<file path="src/rtl/uart_arb_pkg.sv">
// Shared types and helpers for the UART transmit arbiter.
//   uart_arb_state_t : arbiter FSM encoding
//   UART_ARB_MAX_REQ : largest supported requester count
//   wrap_inc         : round-robin index increment modulo n
package uart_arb_pkg;

    typedef enum logic [2:0] {
        ARB_IDLE      = 3'd0,
        ARB_START     = 3'd1,
        ARB_WAIT_LOW  = 3'd2,
        ARB_WAIT_HIGH = 3'd3,
        ARB_LOCKED    = 3'd4
    } uart_arb_state_t;

    localparam int UART_ARB_MAX_REQ = 8;

    // Next round-robin index after idx, wrapping at n (n <= UART_ARB_MAX_REQ).
    function automatic logic [2:0] wrap_inc(input logic [2:0] idx, input int n);
        logic [3:0] sum;
        sum = {1'b0, idx} + 4'd1;
        return (int'(sum) >= n) ? 3'd0 : sum[2:0];
    endfunction

endpackage

</file>
<file path="src/rtl/uart_tx_arbiter_rr_picker.sv">
// rr_picker: purely combinational round-robin selector.
//   valid : request vector
//   ptr   : index with the highest priority this cycle
//   found : at least one request is set
//   idx   : first set index scanning upward from ptr, wrapping
module rr_picker #(
    parameter int N = 4,
    parameter int W = $clog2(N)
) (
    input  logic [N-1:0] valid,
    input  logic [W-1:0] ptr,
    output logic         found,
    output logic [W-1:0] idx
);
    import uart_arb_pkg::*;

    logic [2*N-1:0] dbl_s;
    logic [N-1:0]   rot_s;
    logic [W:0]     sum_s;
    logic           hit_s;

    // Rotate so that ptr lands at bit 0, take the first set bit, then map back.
    always_comb begin
        dbl_s = {valid, valid} >> ptr;
        rot_s = dbl_s[N-1:0];
        found = 1'b0;
        idx   = '0;
        sum_s = '0;
        hit_s = 1'b0;
        for (int k = 0; k < N; k++) begin
            sum_s = {1'b0, ptr} + (W+1)'(k);
            sum_s = (sum_s >= (W+1)'(N)) ? (sum_s - (W+1)'(N)) : sum_s;
            hit_s = rot_s[k] & ~found;
            idx   = hit_s ? sum_s[W-1:0] : idx;
            found = found | rot_s[k];
        end
    end

endmodule

</file>
<file path="src/rtl/uart_tx_arbiter.sv">
// uart_tx_arbiter: shares one RS232 transmitter among NUM_REQ byte streams.
// Round-robin between packets; a winner keeps the transmitter until it sends
// a byte flagged last. A watchdog releases a stalled UART or lock owner.
//   clk, rst        : clock, synchronous active-high reset
//   req_valid/data/last, req_ready : per-requester byte handshake
//   uart_tx, uart_start_tx, uart_tx_ready : UART TX/start_TX/TX_ready
//   grant           : one-hot owner, 0 when idle
//   busy            : FSM not idle
//   timeout_err     : sticky watchdog flag
module uart_tx_arbiter
    import uart_arb_pkg::*;
#(
    parameter int          NUM_REQ        = 4,
    parameter logic [31:0] TIMEOUT_CYCLES = 32'd1_000_000
) (
    input  logic                 clk,
    input  logic                 rst,
    input  logic [NUM_REQ-1:0]   req_valid,
    input  logic [8*NUM_REQ-1:0] req_data,
    input  logic [NUM_REQ-1:0]   req_last,
    output logic [NUM_REQ-1:0]   req_ready,
    output logic [7:0]           uart_tx,
    output logic                 uart_start_tx,
    input  logic                 uart_tx_ready,
    output logic [NUM_REQ-1:0]   grant,
    output logic                 busy,
    output logic                 timeout_err
);

    localparam int PW = $clog2(NUM_REQ);
    localparam logic [NUM_REQ-1:0] ONE_HOT0 = {{(NUM_REQ-1){1'b0}}, 1'b1};

    uart_arb_state_t    state_r, state_next_s;
    logic [PW-1:0]      ptr_r;
    logic [NUM_REQ-1:0] grant_r;
    logic [7:0]         data_reg_r;
    logic               last_reg_r;
    logic [31:0]        wdog_r, wdog_next_s;
    logic               timeout_err_r;

    logic               pick_found_s;
    logic [PW-1:0]      pick_idx_s;
    logic [PW-1:0]      owner_idx_s;
    logic [PW-1:0]      ptr_after_owner_s;
    logic [NUM_REQ-1:0] req_ready_s;
    logic               load_s;
    logic [PW-1:0]      load_idx_s;
    logic               release_s;
    logic               timeout_s;
    logic               wdog_hit_s;

    // Index of the single set bit of a one-hot grant vector.
    function automatic logic [PW-1:0] onehot_idx(input logic [NUM_REQ-1:0] oh);
        logic [PW-1:0] r;
        r = '0;
        for (int i = 0; i < NUM_REQ; i++) begin
            r = oh[i] ? PW'(i) : r;
        end
        return r;
    endfunction

    rr_picker #(.N(NUM_REQ), .W(PW)) u_picker (
        .valid (req_valid),
        .ptr   (ptr_r),
        .found (pick_found_s),
        .idx   (pick_idx_s)
    );

    assign owner_idx_s       = onehot_idx(grant_r);
    assign ptr_after_owner_s = PW'(wrap_inc(3'(owner_idx_s), NUM_REQ));
    assign wdog_hit_s        = (wdog_r == (TIMEOUT_CYCLES - 32'd1));

    // Next-state, handshake and load/release decisions.
    always_comb begin
        state_next_s = state_r;
        req_ready_s  = '0;
        load_s       = 1'b0;
        load_idx_s   = '0;
        release_s    = 1'b0;
        timeout_s    = 1'b0;
        case (state_r)
            ARB_IDLE: begin
                if (uart_tx_ready && pick_found_s) begin
                    req_ready_s  = ONE_HOT0 << pick_idx_s;
                    load_s       = 1'b1;
                    load_idx_s   = pick_idx_s;
                    state_next_s = ARB_START;
                end else begin
                    state_next_s = ARB_IDLE;
                end
            end
            ARB_START: begin
                state_next_s = ARB_WAIT_LOW;
            end
            ARB_WAIT_LOW: begin
                if (wdog_hit_s) begin
                    timeout_s    = 1'b1;
                    state_next_s = ARB_IDLE;
                end else if (!uart_tx_ready) begin
                    state_next_s = ARB_WAIT_HIGH;
                end else begin
                    state_next_s = ARB_WAIT_LOW;
                end
            end
            ARB_WAIT_HIGH: begin
                if (wdog_hit_s) begin
                    timeout_s    = 1'b1;
                    state_next_s = ARB_IDLE;
                end else if (uart_tx_ready) begin
                    release_s    = last_reg_r;
                    state_next_s = last_reg_r ? ARB_IDLE : ARB_LOCKED;
                end else begin
                    state_next_s = ARB_WAIT_HIGH;
                end
            end
            ARB_LOCKED: begin
                // Watchdog wins a tie so that a timed-out owner never gets a byte in.
                if (wdog_hit_s) begin
                    timeout_s    = 1'b1;
                    state_next_s = ARB_IDLE;
                end else if (|(req_valid & grant_r) && uart_tx_ready) begin
                    req_ready_s  = grant_r;
                    load_s       = 1'b1;
                    load_idx_s   = owner_idx_s;
                    state_next_s = ARB_START;
                end else begin
                    state_next_s = ARB_LOCKED;
                end
            end
            default: begin
                state_next_s = ARB_IDLE;
            end
        endcase
    end

    // Watchdog runs only while waiting on the UART or the lock owner.
    always_comb begin
        wdog_next_s = 32'd0;
        if (state_next_s != state_r) begin
            wdog_next_s = 32'd0;
        end else if (state_r == ARB_WAIT_LOW || state_r == ARB_WAIT_HIGH ||
                     state_r == ARB_LOCKED) begin
            wdog_next_s = wdog_r + 32'd1;
        end else begin
            wdog_next_s = 32'd0;
        end
    end

    // State, data latch, ownership, round-robin pointer and sticky error.
    always_ff @(posedge clk) begin
        if (rst) begin
            state_r       <= ARB_IDLE;
            ptr_r         <= '0;
            grant_r       <= '0;
            data_reg_r    <= 8'h00;
            last_reg_r    <= 1'b0;
            wdog_r        <= 32'd0;
            timeout_err_r <= 1'b0;
        end else begin
            state_r       <= state_next_s;
            wdog_r        <= wdog_next_s;
            timeout_err_r <= timeout_err_r | timeout_s;
            if (load_s) begin
                data_reg_r <= req_data[{load_idx_s, 3'b000} +: 8];
                last_reg_r <= req_last[load_idx_s];
                grant_r    <= ONE_HOT0 << load_idx_s;
            end else if (release_s || timeout_s) begin
                grant_r <= '0;
                ptr_r   <= ptr_after_owner_s;
            end else begin
                grant_r <= grant_r;
            end
        end
    end

    assign req_ready     = req_ready_s;
    assign uart_tx       = data_reg_r;
    assign uart_start_tx = (state_r == ARB_START);
    assign grant         = grant_r;
    assign busy          = (state_r != ARB_IDLE);
    assign timeout_err   = timeout_err_r;

endmodule

</file>
<file path="config.mk">
export PLATFORM = sky130hd
export DESIGN_NAME = uart_tx_arbiter
export DESIGN_NICKNAME = d
export VERILOG_FILES = /design/src/rtl/uart_arb_pkg.sv /design/src/rtl/uart_tx_arbiter_rr_picker.sv /design/src/rtl/uart_tx_arbiter.sv
export SDC_FILE = /design/constraint.sdc
export NUM_CORES = 1
export LEC_CHECK = 0
export BUFFER_PORTS_ARGS = -buffer_cell sky130_fd_sc_hd__buf_2
export CAP_MARGIN = 20
export CORE_AREA = 5 5 75 77
export CTS_CLUSTER_DIAMETER = 40
export CTS_CLUSTER_SIZE = 14
export DETAILED_ROUTE_END_ITERATION = 8
export DIE_AREA = 0 0 80 82
export GPL_TIMING_DRIVEN = 0
export HOLD_SLACK_MARGIN = 0.05
export PLACE_DENSITY = 0.82
export SYNTH_ARGS = -nofsm -noshare
export SYNTH_HDL_FRONTEND = slang
export SYNTH_SLANG_ARGS = --single-unit
export TNS_END_PERCENT = 5
</file>
<file path="constraint.sdc">
create_clock -name clk -period 4.6 [get_ports clk]
set_input_delay 0.23 -clock clk [delete_from_list [all_inputs] [get_ports clk]]
set_output_delay 0.23 -clock clk [all_outputs]
set_load 0.01 [all_outputs]
</file>
Yosys cells after proc, flatten, opt, wreduce, memory -nomap -nowiden
Cells that the tools add are included.
{ "totals": {"ff_bits": 51, "in_bits": 43, "out_inout_bits": 19, "wordCells": 99} }
{ "op_classes": {"add_sub_neg": 9, "order_cmp": 6, "n_eq_ne": 6, "shifts": 4, "n_mux": 42, "bitwise_logic": 13, "reduce_logical": 12} }
{ "op_table": {"columns": ["cell", "n"], "rows": [
  ["32-bit by 1-bit adder with 32-bit output (second input constant)", 1],
  ["32-bit by 20-bit == test with 1-bit output (second input constant)", 1],
  ["32-bit by 6-bit indexed part select with 8-bit output", 1],
  ["2-bit 2-to-1 mux", 15],
  ["4-bit 2-to-1 mux", 5],
  ["3-bit 2-to-1 mux", 5],
  ["3-bit case mux with 5 select lines", 1],
  ["3-bit greater-or-equal comparator (second input constant)", 4],
  ["1-bit 2-to-1 mux", 12],
  ["4-bit case mux with 2 select lines", 1],
  ["1-bit by 2-bit << shifter with 4-bit output (first input constant)", 2],
  ["8-bit by 2-bit right shift with 4-bit output", 1],
  ["2-bit by 1-bit subtractor with 2-bit output (second input constant)", 4],
  ["2-bit by 1-bit adder with 3-bit output (second input constant)", 2],
  ["2-bit by 2-bit adder with 3-bit output (second input constant)", 2],
  ["3-bit by 2-bit == test with 1-bit output (second input constant)", 2],
  ["3-bit OR reduction", 2],
  ["1-bit inverter", 5],
  ["4-bit bitwise AND", 1],
  ["1-bit OR", 4],
  ["2-bit case mux with 2 select lines", 1],
  ["4-bit OR reduction", 1],
  ["1-bit bitwise AND", 3],
  ["3-bit by 1-bit == test with 1-bit output (second input constant)", 1],
  ["other kinds (12)", 15]
]} }

Logic depth before layout (Yosys ltp)
{ "logic_depth": {"word_depth": 10, "depth_mapped": 9} }

Modules after synthesis
A second synthesis with hierarchy kept.
{ "unflattened": {"cells_unflattened": 336, "area_unflattened_um2": 2790.2} }
{ "modules_own_cells": {"columns": ["mod", "n_inst", "cells_per_inst", "area_per_inst_um2", "seq_area_each_um2"], "rows": [
  ["uart_tx_arbiter", 1, 324, 2716.4, 1021.0],
  ["rr_picker", 1, 12, 73.8, 0.0]
]} }

Worst setup path after synthesis
No wires, ideal clock.
{ "synth_path": {"kind": "register to register", "startpoint": "reg wdog_r[8]", "endpoint": "reg wdog_r[31]", "setup_time_ns": 0.123, "arrival_time_ns": 1.930, "required_time_ns": 4.477, "slack_ns": 2.547, "stages_incl_launch_ff": 7, "n_path_buf": 0, "cell_sequence": "dfxtp_1 nand4_2 or4_4 or3_4 nor4_4 xnor2_1 nor2_2"} }
{ "synth_between": {"elab_chain_cells": 5, "elab_cells_between_ends": 8, "classes_between": "add/sub (1); eq/ne (2); mux (4); reduce/logical (1)"} }
{ "synth_rtl": {"columns": ["item", "line", "source"], "rows": [
  ["start, declared", "uart_tx_arbiter.sv:38", "logic [31:0] wdog_r, wdog_next_s;"],
  ["start signal, assigned", "uart_tx_arbiter.sv:161", "wdog_r <= wdog_next_s;"],
  ["32-bit by 20-bit == test with 1-bit output", "uart_tx_arbiter.sv:71", "assign wdog_hit_s = (wdog_r == (TIMEOUT_CYCLES - 32'd1));"],
  ["3-bit 2-to-1 mux, or another cell as far along", "uart_tx_arbiter.sv:118", "if (wdog_hit_s) begin"],
  ["3-bit case mux with 5 select lines", "uart_tx_arbiter.sv:81", "case (state_r)"],
  ["3-bit inequality test", "uart_tx_arbiter.sv:139", "if (state_next_s != state_r) begin"],
  ["3-bit OR reduction (no line)", null, null]
]} }
Several ways; a longest one is shown, not always the timed one.
A chain may end at the register's enable or synchronous reset.

Final worst setup path
{ "layout_path": {"startpoint": "reg wdog_r[0]", "endpoint": "reg wdog_r[28]"} }
Same word-level chain as after synthesis.

==> reports/qor.csv <==
metric,value,unit
top post-synthesis cells by area,"dfxtp_1 (38%), nor2_1 (7.3%), xor2_1 (5.2%)",
worst-path cell chain,ha_1 > nand4_1 > nor4_1 > nand3_1 > nor3_1 > xnor2_1 > nor2_1,
Setup Skew,11.1,ps
Yosys top cell by area,dfxtp_1,
main combinational cell family by area after synthesis,simple AND/OR/NAND/NOR gates,
Gate Count Post-Synth,318,
top_reg_cell synth,dfxtp_1,
Post-Synth Adder-Cell Area,0.462,%
Finished Layout Cells,456,
WP data required,4800,ps
initial core utilization,54.8,%
CP Launch Type,register,
CP max stage delay,860,ps
routed wire length,6730,µm
final hold vios,0,
count of pins over their slew limit,0,
CTS resizes,0,
initial antenna violation count,0,
Via density,5.73,
Core ar.,4940,µm²
CTS Hold Buffers Added,0,
Post-Synth XOR/XNOR Area,9.70,%
post-synthesis compound-gate area fraction,18.7,%
num ports,62,
Cell Int Power,0.631,mW
Post-synth EDFFs,0,
#FFs+latches synth,51,
Slowest cell on crit path,nor4_1,
global route overflow,0,
Setup crit end kind,register,
VDD IR-drop max,0.146,mV
root buf cell,clkbuf_8,
Async SR Flop Fraction,0,%
first-pass GRT wire length,11300,µm
full die area,6560,µm²
Final setup viols,0,
Initial DRT Pass Iterations,5,
setup bufs post-CTS,0,
post-synthesis mux area share,3.70,%
warnings from Yosys,0,
worst skew pair latency,310,ps
Port Buffers,60,
"Net Count, Synth",362,
fmax,398,MHz
largest net degree at the start of global routing,17,
signal arrival time at the worst endpoint,2720,ps
CTS tree,built,
register area share after synthesis,37.7,%
worst-path maximum fanout,5,
Setup TNS,0,ps
Die Y,82,µm
Comb power frac,14.0,%
clk slew on worst S/H paths,100,ps
leakage,1.18,nW
Residual DRC,0,
width of the die,80,µm
Final nets,429,
clock net sink count,51,
Synth top area share,37.7,%
DRT iter0 DRCs,190,
syn avg cell area,8.52,µm²
DRT antenna net count,0,
TritonCTS Buffers,5,
worst hold path class,input pin to register,
Clock Path Buffers,2,
row cnt,26,
vias,2612,
RSZ-0062 raised after global routing,no,
number of global-route vias before repair,2542,
Tcrit/Tclk final,54.7,%
Synth Area in Simple Gates,26.6,%
H-tree depth,2,
Max-slew headroom,34.4,%
antenna diode count,0,
Switch Pwr,0.242,mW
Crit Path Class,register to register,
"Distinct cells, synth",58,
Power Density,273,nW/µm²
Global Route Usage Sum,21.6,%
layout cells sized above 1,22.8,%
WL/cell,14.7,µm
clock share of power,32.3,%
max cap viols,0,
switching share of total power,27.7,%
Syn-to-layout area delta,17.9,%
status,"finished, final reports clean",
Seq pwr share,53.7,%
HPWL Detailed,5070,µm
Placed Instances,448,
fin crit period,2510,ps
GPL Wtd Cong,0.933,
worst slew pin tran,975,ps
Synth Cell Area,2710,µm²
==> through the flow <==
step           instance area [µm²]  hold WS [ps]  setup slack [ps]  total power [mW]  util, %
6_report                      3190           250              2090             0.873     64.6
5_1_grt                       3190           274              1880             0.911     64.6
4_1_cts                       3190           250              2120             0.875     64.6
3_5_place_dp                  3100           460              2190             0.600     62.6
3_3_place_gp                  3100           443              2180             0.598     62.6
2_1_floorplan                 2710           420              2550             0.546        -
==> registers in the layout, summed over array words and instances (netlist names) <==
name,cells
last_reg_r,1
timeout_err,1
ptr_r,2
uart_tx,8
wdog_r,32
grant,4
state_r,3
==> worst paths after layout <==
check / start / to / slack (ps) / cells past startpoint
hold / removal: req_last[0] / last_reg_r / 250 / 3
hold reg to reg: wdog_r[0] / wdog_r[0] / 490 / 1
setup / recovery: wdog_r[0] / wdog_r[28] / 2090 / 7
setup reg to reg: wdog_r[0] / wdog_r[28] / 2090 / 7
==> cell usage in the layout (no fill, tap or decap), drive strengths merged, types with 12 or more instances in the layout <==
| master | instances |
|---|---|
| buf | 66 |
| nor2 | 54 |
| dfxtp | 51 |
| nand2 | 17 |
| xor2 | 16 |
| xnor2 | 14 |
| clkbuf | 13 |
| nand3 | 12 |
| o21ai | 12 |
==> final cells by class <==
| class | instances | area [µm²] |
|---|---|---|
| tap | 70 | 87.6 |
| clock inverter | 2 | 13.8 |
| clock buffer | 6 | 82.6 |
| timing repair buffer | 60 | 300 |
| multi-input combinational | 246 | 1600 |
| buffer | 13 | 56.3 |
| sequential | 51 | 1020 |
| fill | 415 | 1750 |
| inverter | 8 | 30.0 |
==> cells by family (layout without fill, tap and decap cells) <==
group                    Yosys count  count (layout)
XOR/XNOR                          30              30
adder cells (fa/ha/maj)            1               1
AO/OA/AOI/OAI                     68              68
buffers and inverters             21              89
multiplexers                      10              10
AND/OR/NAND/NOR                  137             137
flip-flops                        51              51
==> routing by layer <==
metal	wire length, µm	vias up	share of wire, %	global-route usage, %
li1	-	1287	-	-
met1	2900	1186	43	26.9
met2	3140	126	47	35.9
met3	582	13	8.7	5.48
met4	100	0	1.5	7.77
met5	0	-	0	0
==> critical path: cells and delay by family (launching register included) <==
kind	cells	cell delay, ps
XOR/XNOR	1	150
adder cells (fa/ha/maj)	1	240
flip-flops	1	410
AND/OR/NAND/NOR	5	1600
==> cell usage after synthesis, drive strengths merged, types with 2 or more instances <==
library cell  instances
nor2                 54
dfxtp                51
nand2                17
xor2                 16
xnor2                14
nand3                12
o21ai                12
a211oi               10
mux2i                10
a21boi                9
a221oi                9
inv                   8
nand4                 8
nor3                  8
clkbuf                7
buf                   6
nor4                  6
a21oi                 5
nor2b                 5
a22o                  4
and4                  4
or3                   4
and3                  3
nor3b                 3
or2                   3
a32o                  2
nand2b                2
nor4b                 2
o211ai                2
or4                   2
==> power by group through the flow <==
stage	Sequential, mW	Combinational, mW	Clock (mW)
3_3_place_gp	0.478	0.120	0
3_5_place_dp	0.478	0.122	0
4_1_cts	0.468	0.122	0.285
5_1_grt	0.469	0.138	0.303
6_report	0.468	0.123	0.282
2_1_floorplan	0.480	0.0666	0
(Power assumes the default switching activity.)
